**src/rtl/harmonic_series_acc.sv**
```systemverilog
// ---------------------------------------------------------------------------
// harmonic_series_acc
//
// Purpose
//   After an accepted start, the block latches a term count n. It then adds
//   ROM[k] for k = 1..n, one term per clock, into an unsigned fixed-point sum
//   Q(SUM_W-FRAC_W).FRAC_W. ROM[k] = round(2^FRAC_W / k) and is built at
//   elaboration.
//   The sum saturates at all ones and sets a sticky overflow flag. It never
//   wraps.
//
// Optional feature (macro HSUM_SQUARED_EN)
//   Adds the mode port and a second table, round(2^FRAC_W / k^2). The mode is
//   latched on the accepting edge and selects the table for the whole job.
//   Without the macro the block behaves as if mode = 0.
//
// Parameters
//   N_W     width of n, so at most 2^N_W-1 terms
//   FRAC_W  fraction bits of the ROM entries and of sum
//   SUM_W   width of sum; must satisfy SUM_W > FRAC_W
//
// Ports
//   clk        rising-edge clock
//   reset      synchronous, active-high reset
//   start      job request
//   n          term count, sampled on the accepting edge only
//   mode       0 = 1/k, 1 = 1/k^2 (only with HSUM_SQUARED_EN)
//   ready      high in IDLE
//   busy       high in ACC and DONE
//   done       one-cycle pulse; sum and ovf are final while it is high
//   sum        accumulated result; holds until the next accepted start
//   ovf        sticky saturation flag; cleared by the next accepted start
//   dbg_state  current FSM state (IDLE=0, ACC=1, DONE=2)
//
// Handshake
//   A request is accepted on any rising edge where start=1 and ready=1.
//   While busy=1, start is ignored and has no effect on n_q, sum or timing.
//   start may be held high: the next job is accepted on the edge that leaves
//   the single IDLE cycle following DONE.
// ---------------------------------------------------------------------------
module harmonic_series_acc #(
    parameter int N_W    = 4,
    parameter int FRAC_W = 16,
    parameter int SUM_W  = 19
) (
    input  logic             clk,
    input  logic             reset,
    input  logic             start,
    input  logic [N_W-1:0]   n,
`ifdef HSUM_SQUARED_EN
    input  logic             mode,
`endif
    output logic             ready,
    output logic             busy,
    output logic             done,
    output logic [SUM_W-1:0] sum,
    output logic             ovf,
    output logic [1:0]       dbg_state
);

    localparam int DEPTH = 1 << N_W;

    typedef enum logic [1:0] {
        ST_IDLE = 2'd0,
        ST_ACC  = 2'd1,
        ST_DONE = 2'd2
    } state_t;

    // Table entry generator. It is only ever called with constant
    // arguments, so every entry folds to a constant at elaboration.
    // The rounding is half up: floor((2^FRAC_W + d/2) / d).
    function automatic logic [FRAC_W:0] recip_entry(input int kk, input bit squared);
        longint d;
        longint q;
        if (kk == 0) begin
            return '0;
        end
        d = squared ? longint'(kk) * longint'(kk) : longint'(kk);
        q = ((longint'(1) << FRAC_W) + d / 2) / d;
        return q[FRAC_W:0];
    endfunction

    logic [FRAC_W:0] rom_recip [DEPTH];
`ifdef HSUM_SQUARED_EN
    logic [FRAC_W:0] rom_sq    [DEPTH];
`endif

    for (genvar g = 0; g < DEPTH; g++) begin : g_rom
        assign rom_recip[g] = recip_entry(g, 1'b0);
`ifdef HSUM_SQUARED_EN
        assign rom_sq[g]    = recip_entry(g, 1'b1);
`endif
    end

    state_t           state_q, state_d;
    logic [N_W-1:0]   n_q;
    logic [N_W-1:0]   k_q;
    logic [SUM_W-1:0] sum_q;
    logic             ovf_q;
    logic             done_q;
`ifdef HSUM_SQUARED_EN
    logic             mode_q;
`endif

    logic [FRAC_W:0]  term;
    logic [SUM_W:0]   sum_ext;

    // Term selection and the widened add.
    // The result is SUM_W+1 bits wide, so its top bit set means it exceeded
    // 2^SUM_W-1.
    always_comb begin
        term = rom_recip[k_q];
`ifdef HSUM_SQUARED_EN
        if (mode_q) begin
            term = rom_sq[k_q];
        end
`endif
        sum_ext = {1'b0, sum_q} + {1'b0, SUM_W'(term)};
    end

    // FSM: state register.
    always_ff @(posedge clk) begin
        if (reset) begin
            state_q <= ST_IDLE;
        end else begin
            state_q <= state_d;
        end
    end

    // FSM: next state.
    always_comb begin
        state_d = state_q;
        case (state_q)
            ST_IDLE: begin
                if (start) begin
                    state_d = (n == '0) ? ST_DONE : ST_ACC;
                end
            end
            ST_ACC: begin
                // This edge adds the last term.
                if (k_q == n_q) begin
                    state_d = ST_DONE;
                end
            end
            ST_DONE: state_d = ST_IDLE;
            default: state_d = ST_IDLE;
        endcase
    end

    // Datapath and the registered done pulse.
    always_ff @(posedge clk) begin
        if (reset) begin
            n_q    <= '0;
            k_q    <= '0;
            sum_q  <= '0;
            ovf_q  <= 1'b0;
            done_q <= 1'b0;
`ifdef HSUM_SQUARED_EN
            mode_q <= 1'b0;
`endif
        end else begin
            // DONE always leaves after one cycle, so this is a single pulse.
            done_q <= (state_d == ST_DONE);
            case (state_q)
                ST_IDLE: begin
                    if (start) begin
                        n_q   <= n;
                        k_q   <= N_W'(1);
                        sum_q <= '0;
                        ovf_q <= 1'b0;
`ifdef HSUM_SQUARED_EN
                        mode_q <= mode;
`endif
                    end
                end
                ST_ACC: begin
                    // Once saturated, the sum stays pinned at all ones.
                    if (ovf_q || sum_ext[SUM_W]) begin
                        sum_q <= '1;
                        ovf_q <= 1'b1;
                    end else begin
                        sum_q <= sum_ext[SUM_W-1:0];
                    end
                    // k stops on the last term.
                    // So n = 2^N_W-1 never wraps k.
                    if (k_q != n_q) begin
                        k_q <= k_q + N_W'(1);
                    end
                end
                default: ;
            endcase
        end
    end

    assign ready     = (state_q == ST_IDLE);
    assign busy      = (state_q == ST_ACC) || (state_q == ST_DONE);
    assign done      = done_q;
    assign sum       = sum_q;
    assign ovf       = ovf_q;
    assign dbg_state = state_q;

endmodule

```
**config.mk**
```make
export PLATFORM = sky130hd
export DESIGN_NAME = harmonic_series_acc
export DESIGN_NICKNAME = d
export VERILOG_FILES = /design/src/rtl/harmonic_series_acc.sv
export SDC_FILE = /design/constraint.sdc
export NUM_CORES = 1
export LEC_CHECK = 0
export BUFFER_PORTS_ARGS = -buffer_cell sky130_fd_sc_hd__buf_4
export CAP_MARGIN = 20
export CORE_ASPECT_RATIO = 1.5
export CORE_MARGIN = 2
export CORE_UTILIZATION = 39
export CTS_CLUSTER_DIAMETER = 60
export DETAILED_ROUTE_END_ITERATION = 12
export MAX_ROUTING_LAYER = met4
export PLACE_DENSITY = 0.62
export REMOVE_ABC_BUFFERS = 1
export SETUP_SLACK_MARGIN = 0.5
export SKIP_LAST_GASP = 1
export SYNTH_ARGS = -nofsm -noshare
export SYNTH_HDL_FRONTEND = slang
export SYNTH_SLANG_ARGS = --single-unit
```
**constraint.sdc**
```tcl
create_clock -name clk -period 3.7 [get_ports clk]
set_input_delay 0 -clock clk [delete_from_list [all_inputs] [get_ports clk]]
set_output_delay 0 -clock clk [all_outputs]
set_load 0.005 [all_outputs]
```
==> results of run 1 <==
registers in the layout, indices dropped and copies added, names as in the netlist:
register   flops
dbg_state      2
done           1
sum           19
k_q            4
ovf            1
n_q            4
critical path, stage by stage, from the launching register on:
cell and delay [ns]:
dfxtp_4 0.40, clkinvlp_4 0.16, ha_4 0.27, o21ai_2 0.10, o21ai_1 0.08, ha_2 0.20, fa_2 0.35, a21o_1 0.20
a221o_1 0.39, a2111oi_2 0.38, nor3_1 0.11, xnor2_1 0.25, o211ai_1 0.11
cell usage in the layout, fill, tap and decap left out, types with 9 or more instances in the layout:
cell	Yosys	layout
a21oi_1	30	24
xnor2_1	10	10
dfxtp_1	31	27
inv_1	12	11
o21ai_0	29	26
buf_4	0	48
ha_1	27	23
nor2_1	23	23
nor3_1	15	15
nand2_1	46	46
nand3_1	9	9
cell type report:
cell class                      instances  area [um^2]  area share (%)
Inverter                               12         48.8            1.51
Clock inverter                          3         67.6            2.09
Clock buffer                            5         68.8            2.13
Multi-Input combinational cell        274         1880            58.0
Timing Repair Buffer                   57          452            14.0
Tap cell                               74         92.6            2.86
Sequential cell                        31          631            19.5
cell families after synthesis:
| group | after synthesis | share of synthesized area, % |
|---|---|---|
| buffers and inverters | 26 | 4.32 |
| muxes | 4 | 1.59 |
| DFF | 31 | 24.6 |
| and+or+nand+nor | 114 | 20.9 |
| adders and majority gates | 28 | 14.2 |
| xor gates and xnor gates | 17 | 5.90 |
| AOI/OAI and AO/OA | 111 | 28.5 |
timing repair:
action                                 in CTS  in global routing
endpoints found under the hold margin      10                  0
setup endpoints to repair                  20                 18
gates resized for setup                    10                 20
buffers inserted                            2                 10
pin swaps                                   2                 13
hold buffers                                8                  0
worst max path at each step:
stage | startpoint | to | slack [ns]
after floorplan | k_q[2] | sum[18] | 0.44
after global placement | k_q[1] | sum[8] | 0.27
after detailed placement | k_q[1] | sum[8] | 0.22
after CTS | k_q[0] | sum[12] | 0.53
after global routing | k_q[1] | sum[11] | 0.44
final | k_q[0] | sum[12] | 0.58
layer usage:
layer	GRT usage, %	up-vias	share of wire [%]
li1	-	1299	-
met5	-	-	0
met2	35.7	47	50
met4	8.73	0	4.6
met1	22.7	1198	42
met3	2.83	21	2.5
through the flow:
step | total power, mW | utilization [%] | setup slack (ns) | std cells | instance area [um^2]
6_report | 0.941 | 52.1 | 0.579 | 456 | 3240
5_1_grt | 0.985 | 52.1 | 0.440 | 456 | 3240
4_1_cts | 0.938 | 49.8 | 0.526 | 446 | 3100
3_5_place_dp | 0.504 | 45.5 | 0.219 | 428 | 2830
3_3_place_gp | 0.503 | 45.5 | 0.267 | 428 | 2830
2_1_floorplan | 0.452 | - | 0.444 | 317 | 2460
power groups by stage:
stage / Sequential, mW / Combinational (mW) / Clock [mW]
2_1_floorplan: 0.361 / 0.0908 / 0
3_3_place_gp: 0.362 / 0.140 / 0
3_5_place_dp: 0.362 / 0.142 / 0
4_1_cts: 0.355 / 0.155 / 0.429
5_1_grt: 0.356 / 0.189 / 0.439
6_report: 0.355 / 0.167 / 0.419
==> impl_metrics.csv, run 1 <==
group,metric,value,unit
logic_synthesis,yosys_warnings,0,
logic_synthesis,ys_top_cells_by_area,"dfxtp_1 25%, ha_1 13%, nand2_1 6.8%, a21oi_1 6.0%, o21ai_0 5.8%",
floorplanning,start_util,40.6,%
detailed_routing,dr.pass1.iters,5,
sta,finalCritPeriodShare,84.4,%
power,pwr-share-seq,37.7,%
detailed_routing,via_per_inst,5.63,
logic_synthesis,syn_area,2520,um^2
worst_hold_path,min_to,"n_q[0]",
power,p_leak,1.35,nW
global_routing,track_usage,20.1,%
power,swShare,27.1,%
detailed_routing,num_vias,2565,
outcome,status,"finished, final reports clean",
power,combPwrFrac,17.8,%
logic_synthesis,synth.distinct_cells,50,
detailed_routing,routedWlPerCell,15.1,um
logic_synthesis,seq_area_frac_synth,24.6,%
logic_synthesis,synthTopCellsByCount,"46 x nand2_1, 31 x dfxtp_1, 30 x a21oi_1",
global_routing,antenna_found_initial,0,
logic_synthesis,avgSynthCellArea,7.62,um^2
global_routing,grt_pass1_wl,11.2,mm
final_layout,diodes,0,
worst_hold_path,holdCritStartpoint,"start",
power,p_int,0.686,mW
critical_path,critPathMaxFanout,8,
cts,cts.reportedPaths.clkPinSlew,0.08,ns
sta,clock.fmax,320,MHz
placed_design,io_buffers,31,
sta,hold_slack,0.0217,ns
cts,clock-root-buffer,"clkbuf_8",
final_layout,fin_nets,416,
detailed_routing,ant_nets,0,
logic_synthesis,synth_most_common_cell,"nand2_1",
cts,numCtsBuffers,5,
critical_path,r2r_start,"k_q[0]",
sta,drv_slew,0,
sta,rsz0062_at_grt,"yes",
sta,hold_viol_final,0,
detailed_routing,drc,0,
critical_path,critPathArrivalTime,3.28,ns
global_routing,grt_overflow,0,
cts,cts_tree,"built",
logic_synthesis,ys_ff_latch,31,
critical_path,critPathRequiredTime,3.85,ns
logic_synthesis,postSynthCellCount,331,
power,share_clk_of_total_power,44.5,%
floorplanning,coreArea,6220,um^2
worst_hold_path,hold_path_class,"in -> reg",
critical_path,rrSetupSlack,0.58,ns
logic_synthesis,synth_top_area_share,24.6,%
final_layout,layout-drive-gt1-share,23.3,%
logic_synthesis,async_flop_share,0,%
sta,setup_viol,0,
sta,tns,0,ns
global_routing,first_global_vias,2360,
critical_path,crit_type,"reg -> reg",
logic_synthesis,synth-main-ff-cell,"dfxtp_1",
cts,cts_max_level,2,
critical_path,ff2ff_path_depth,12,
detailed_routing,drt-total-wl,6.91,mm
detailed_routing,drt-initial-drc-count,91,
final_layout,syn2layout_area_growth,28.3,%
run,max_cap_violations,0,
placed_design,place_congestion,0.920,
sta,tightest_slew,0.651,ns
power,vdd_ir_drop_max,0.227,mV
sta,slew_headroom,56.2,%
placed_design,hpwlAfterDp,5.02,mm
floorplanning,die_width,69.7,um
critical_path,cp-end-kind,"flop",
global_routing,grt_max_degree,19,
final_layout,num-fill-cells,603,
logic_synthesis,synth_edf_count,0,
cts,insertion_delay,0.29,ns
power,power.switching,0.255,mW
logic_synthesis,synth_top_cell_by_area,"dfxtp_1",
floorplanning,rows,35,
floorplanning,dieArea,7140,um^2
cts,cts.path.max_buffers,2,
sta,fin_crit,3.12,ns
sta,skew,0.00642,ns
critical_path,start_kind,"flop",
worst_hold_path,hold_depth,3,
floorplanning,num_io_pins,32,
power,p_per_area,291,nW/um^2
cts,cts.sinks,31,
critical_path,r2r_end,"sum[12]",
floorplanning,die_h,102,um
No activity file was read; power rests on OpenSTA's default activity.
==> inputs of run 2 (changes only) <==
Clock period 3.7 ns to 3.1 ns, I/O delays scaled along.
==> run 2 against run 1 <==
Against the previous run:
- routed wire length grew 15%
- clock skew is 0.0024 ns higher
- final area grew 19%
- critical path depth up 1
- first-iteration DRC count grew 100%
- register-to-register slack worse by 0.36 ns
- hold slack improved by 0.13 ns
- fmax is 8.3% higher
- clock power up 2%
- die area did not move
- power grew 17%
- largest cell class unchanged
==> impl_metrics.csv, run 2 (synthesis gave the netlist of run 1 again) <==
group,metric,value,unit
cts,cts_max_level,2,
final_layout,largest_reg_flops,19,
final_layout,num-fill-cells,528,
cts,cts.path.max_buffers,2,
detailed_routing,ant_nets,0,
sta,skew,0.00882,ns
global_routing,grt_pass1_wl,12.4,mm
critical_path,critPathArrivalTime,3.08,ns
sta,hold_viol_final,0,
floorplanning,start_util,40.6,%
detailed_routing,num_vias,2804,
worst_hold_path,hold_path_class,"in -> reg",
detailed_routing,dr.pass1.iters,4,
sta,fin_crit,2.88,ns
sta,finalCritPeriodShare,93.0,%
cts,insertion_delay,0.29,ns
floorplanning,coreArea,6220,um^2
power,p_per_area,285,nW/um^2
critical_path,cp-end-kind,"flop",
detailed_routing,drc,0,
floorplanning,num_io_pins,32,
placed_design,dpl-instance-area,2960,um^2
cts,cts.reportedPaths.clkPinSlew,0.08,ns
critical_path,max_stage_delay,0.40,ns
detailed_routing,routedWlPerCell,16.2,um
global_routing,track_usage,22.1,%
sta,setup_slack,0.217,ns
placed_design,placedCellCount,446,
global_routing,grt_max_degree,19,
placed_design,io_buffers,31,
outcome,status,"finished, final reports clean",
floorplanning,rows,35,
placed_design,preCtsSetupSlack,-0.00923,ns
final_layout,mostFrequentLayoutCells,"75 x buf_4, 44 x nand2_1, 27 x dfxtp_1",
cts,cts_tree,"built",
global_routing,grt_overflow,0,
sta,rsz0062_at_grt,"yes",
global_routing,antenna_found_initial,0,
placed_design,place_congestion,0.929,
sta,clock.fmax,347,MHz
floorplanning,dieArea,7140,um^2
floorplanning,die_width,69.7,um
final_layout,fin_cells,491,
critical_path,cp_common_cell,"ha_4",
power,p_leak,1.57,nW
critical_path,critPathRequiredTime,3.30,ns
critical_path,crit_type,"reg -> reg",
final_layout,final_cell_area,3860,um^2
global_routing,first_global_vias,2616,
sta,drv_slew,0,
cts,cts.sinks,31,
run,max_cap_violations,0,
detailed_routing,via_per_inst,5.71,
cts,clock-root-buffer,"clkbuf_8",
final_layout,fin_nets,451,
critical_path,critPathMaxFanout,6,
final_layout,syn2layout_area_growth,53.2,%
final_layout,seqCellArea,631,um^2
sta,setup_viol,0,
critical_path,cpMaxStageDelayCell,"a2111oi_4",
detailed_routing,drt-initial-drc-count,183,
final_layout,multiInputGateArea,2210,um^2
detailed_routing,drt-total-wl,7.98,mm
placed_design,hpwlAfterDp,5.10,mm
critical_path,cp_cell_sequence,"buf_8, ha_4, ha_4, nor3_2, a31oi_2, ha_4, nand4_1, a21oi_2, a21oi_2, a2111oi_4, buf_6, o31ai_2, a211oi_1",
critical_path,start_kind,"flop",
final_layout,layout_commonest_cell,"buf_4",
cts,numCtsBuffers,5,
sta,tightest_slew,0.844,ns
sta,slew_headroom,43.1,%
final_layout,layout-drive-gt1-share,41.0,%
floorplanning,die_h,102,um
final_layout,diodes,0,
power,vdd_ir_drop_max,0.294,mV
## run 2: report_power, final
group	leakage, nW	internal, mW	switching, mW
Sequential	0.253	0.409	0.00998
Clock	0.0612	0.260	0.168
Combinational	1.26	0.118	0.135
Total	1.57	0.787	0.313
## run 2: metal layers
layer  vias up  part of all wire, %  track usage (%)
met1      1330                   40             25.1
met2        80                   52             39.4
li1       1376                    -                -
met3        18                  4.0             3.03
met5         -                    0                -
met4         0                  3.5             9.02
## run 2: final cells by class
class | count | share of cell area (%)
flip-flops and latches | 31 | 16.3
well taps | 74 | 2.40
multi-input cells | 274 | 57.2
clock buffers | 6 | 2.14
clock inverters | 2 | 0.907
repair buffers | 92 | 19.8
inverters | 12 | 1.26
## run 2: critical path, delay by kind of cell (launching register included)
family                     cells  cell delay (ns)
AOI/OAI and AO/OA              6             1.13
adders and majority gates      3             0.67
buffers and inverters          2             0.32
DFF                            1             0.34
and+or+nand+nor                2             0.32
## run 2: per-stage QoR
stage                     total power [mW]  setup TNS, ns  util (%)  hold slack [ns]
after floorplan                      0.540         -0.610         -           0.0691
after global placement               0.615              0      47.7            0.280
after detailed placement             0.616       -0.00923      47.7            0.285
after CTS                             1.07              0      55.9            0.152
after global routing                  1.16              0      62.1            0.192
final                                 1.10              0      62.1            0.156
## run 2: worst paths after layout
| kind | from | to | slack [ns] | cells past startpoint |
|---|---|---|---|---|
| worst max-delay path | k_q[0] | sum[17] | 0.22 | 13 |
| worst min-delay path | start | dbg_state[1] | 0.16 | 4 |
| worst max register to register | k_q[0] | sum[17] | 0.22 | 13 |
| worst min register to register | sum[5] | sum[5] | 0.47 | 2 |
## run 2: timing repair
| item | 4_1_cts | 5_1_grt |
|---|---|---|
| hold buffers | 9 | 0 |
| pin swaps | 39 | 31 |
| hold endpoints to repair | 8 | 0 |
| resized for setup | 64 | 57 |
| cloned | 1 | 0 |
| setup endpoints to repair | 20 | 20 |
| buffers inserted | 12 | 14 |
==> inputs of run 3 (changes only) <==
Clock period 3.1 ns to 3.3 ns, I/O delays scaled along.
==> run 3 against run 2 <==
Against the previous run:
- non-clock buffer count down 18
- largest power group unchanged
- die area unchanged
- register-to-register slack better by 0.22 ns
==> impl_metrics.csv, run 3 (synthesis gave the netlist of run 1 again) <==
group,metric,value,unit
sta,clock.fmax,349,MHz
cts,insertion_delay,0.30,ns
final_layout,final_cell_area,3500,um^2
global_routing,grt_overflow,0,
sta,slew_headroom,34.9,%
sta,drv_slew,0,
sta,fin_crit,2.86,ns
cts,cts_max_level,2,
global_routing,track_usage,21.5,%
global_routing,first_global_vias,2595,
final_layout,mostFrequentLayoutCells,"64 x buf_4, 46 x nand2_1, 28 x dfxtp_1",
detailed_routing,num_vias,2674,
placed_design,hpwlAfterDp,5.15,mm
sta,hold_viol_final,0,
sta,hold_slack,0.0280,ns
detailed_routing,drt-initial-drc-count,118,
critical_path,rrSetupSlack,0.44,ns
power,total_power,1.02,mW
cts,cts_tree,"built",
sta,setup_viol,0,
critical_path,cp_top_family,"compound AO/OA/AOI/OAI gates",
worst_hold_path,min_to,"n_q[0]",
global_routing,grt_max_degree,19,
floorplanning,die_h,102,um
detailed_routing,drc,0,
critical_path,critPathBufInv,4,
final_layout,largest_reg_flops,19,
power,p_per_area,291,nW/um^2
critical_path,r2r_end,"sum[18]",
detailed_routing,dr.pass1.iters,4,
critical_path,cp_cell_sequence,"inv_2, ha_4, buf_6, nand2_1, o21ai_0, ha_2, buf_4, nand2_1, o21ai_1, a21oi_2, buf_4, o31ai_2, o31ai_4, a221oi_2",
floorplanning,die_width,69.7,um
cts,cts.reportedPaths.clkPinSlew,0.08,ns
critical_path,critPathMaxFanout,6,
outcome,status,"finished, final reports clean",
sta,skew,0.0107,ns
detailed_routing,via_per_inst,5.65,
sta,rsz0062_at_grt,"yes",
detailed_routing,ant_nets,0,
critical_path,worstSetupStartpoint,"k_q[0]",
critical_path,critPathArrivalTime,3.08,ns
detailed_routing,routedWlPerCell,15.8,um
cts,numCtsBuffers,5,
run,max_cap_violations,0,
critical_path,cp-end-kind,"flop",
sta,finalCritPeriodShare,86.8,%
final_layout,layout_commonest_cell,"buf_4",
final_layout,layout-drive-gt1-share,32.3,%
floorplanning,start_util,40.6,%
floorplanning,dieArea,7140,um^2
critical_path,start_kind,"flop",
global_routing,antenna_found_initial,0,
final_layout,fin_nets,433,
power,p_leak,1.43,nW
final_layout,diodes,0,
power,vdd_ir_drop_max,0.225,mV
cts,cts.path.max_buffers,2,
critical_path,critPathRequiredTime,3.52,ns
floorplanning,num_io_pins,32,
final_layout,final_core_util,56.3,%
floorplanning,rows,35,
placed_design,dpl-instance-area,2880,um^2
critical_path,ff2ff_path_depth,14,
placed_design,place_congestion,0.944,
final_layout,syn2layout_area_growth,38.7,%
critical_path,cpMaxStageDelayCell,"ha_2",
global_routing,grt_pass1_wl,11.9,mm
sta,tns,0,ns
critical_path,r2r_start,"k_q[0]",
critical_path,crit_type,"reg -> reg",
worst_hold_path,hold_path_class,"in -> reg",
critical_path,max_stage_delay,0.38,ns
worst_hold_path,holdCritStartpoint,"start",
placed_design,io_buffers,31,
worst_hold_path,hold_depth,3,
sta,tightest_slew,0.966,ns
detailed_routing,drt-total-wl,7.48,mm
cts,cts.sinks,31,
final_layout,num-fill-cells,602,
floorplanning,coreArea,6220,um^2
cts,clock-root-buffer,"clkbuf_8",
==> run 3: layout make-up <==
type                            count  area, um^2  area share, %
Multi-Input combinational cell    274        2030           58.2
Inverter                           12        45.0           1.29
Timing Repair Buffer               74         584           16.7
Tap cell                           74        92.6           2.65
Sequential cell                    31         624           17.8
Clock buffer                        6        82.6           2.36
Clock inverter                      2        35.0           1.00
==> run 3: metrics by stage <==
stage / cells / setup slack (ns)
floorplan: 317 / 0.0438
global placement: 435 / 0.191
detailed placement: 435 / 0.157
CTS: 465 / 0.435
global route: 473 / 0.294
finish: 473 / 0.436
==> run 3: what timing repair did <==
| item | CTS | global route |
|---|---|---|
| cloned | 0 | 0 |
| hold endpoints to repair | 9 | 0 |
| setup endpoints to repair | 20 | 20 |
| resized for setup | 34 | 27 |
| buffers inserted | 15 | 8 |
| pin swaps | 22 | 18 |
| hold buffers | 7 | 0 |
==> run 3: worst min-delay path: stages <==
cell,delay [ns]
buf_4,0.13
nand3_1,0.08
a21oi_1,0.06
==> run 3: report_power, final <==
group / switching, mW / leakage (nW) / internal (mW)
logic: 0.119 / 1.12 / 0.0919
registers: 0.00933 / 0.252 / 0.386
clock network: 0.166 / 0.0612 / 0.244
==> run 3: worst max path at each step <==
stage / end / depth (start not counted) / slack, ns
after floorplan: sum[18] / 11 / 0.04
after global placement: sum[12] / 12 / 0.19
after detailed placement: sum[12] / 12 / 0.16
after CTS: sum[8] / 13 / 0.43
after global routing: sum[18] / 12 / 0.29
final: sum[18] / 14 / 0.44
==> run 3: layer usage <==
metal	global-route usage (%)	share of wire, %	up-vias
met5	-	0	-
met4	10.9	3.3	0
met3	3.62	3.3	16
met2	38.0	52	68
met1	23.4	41	1258
li1	-	-	1332
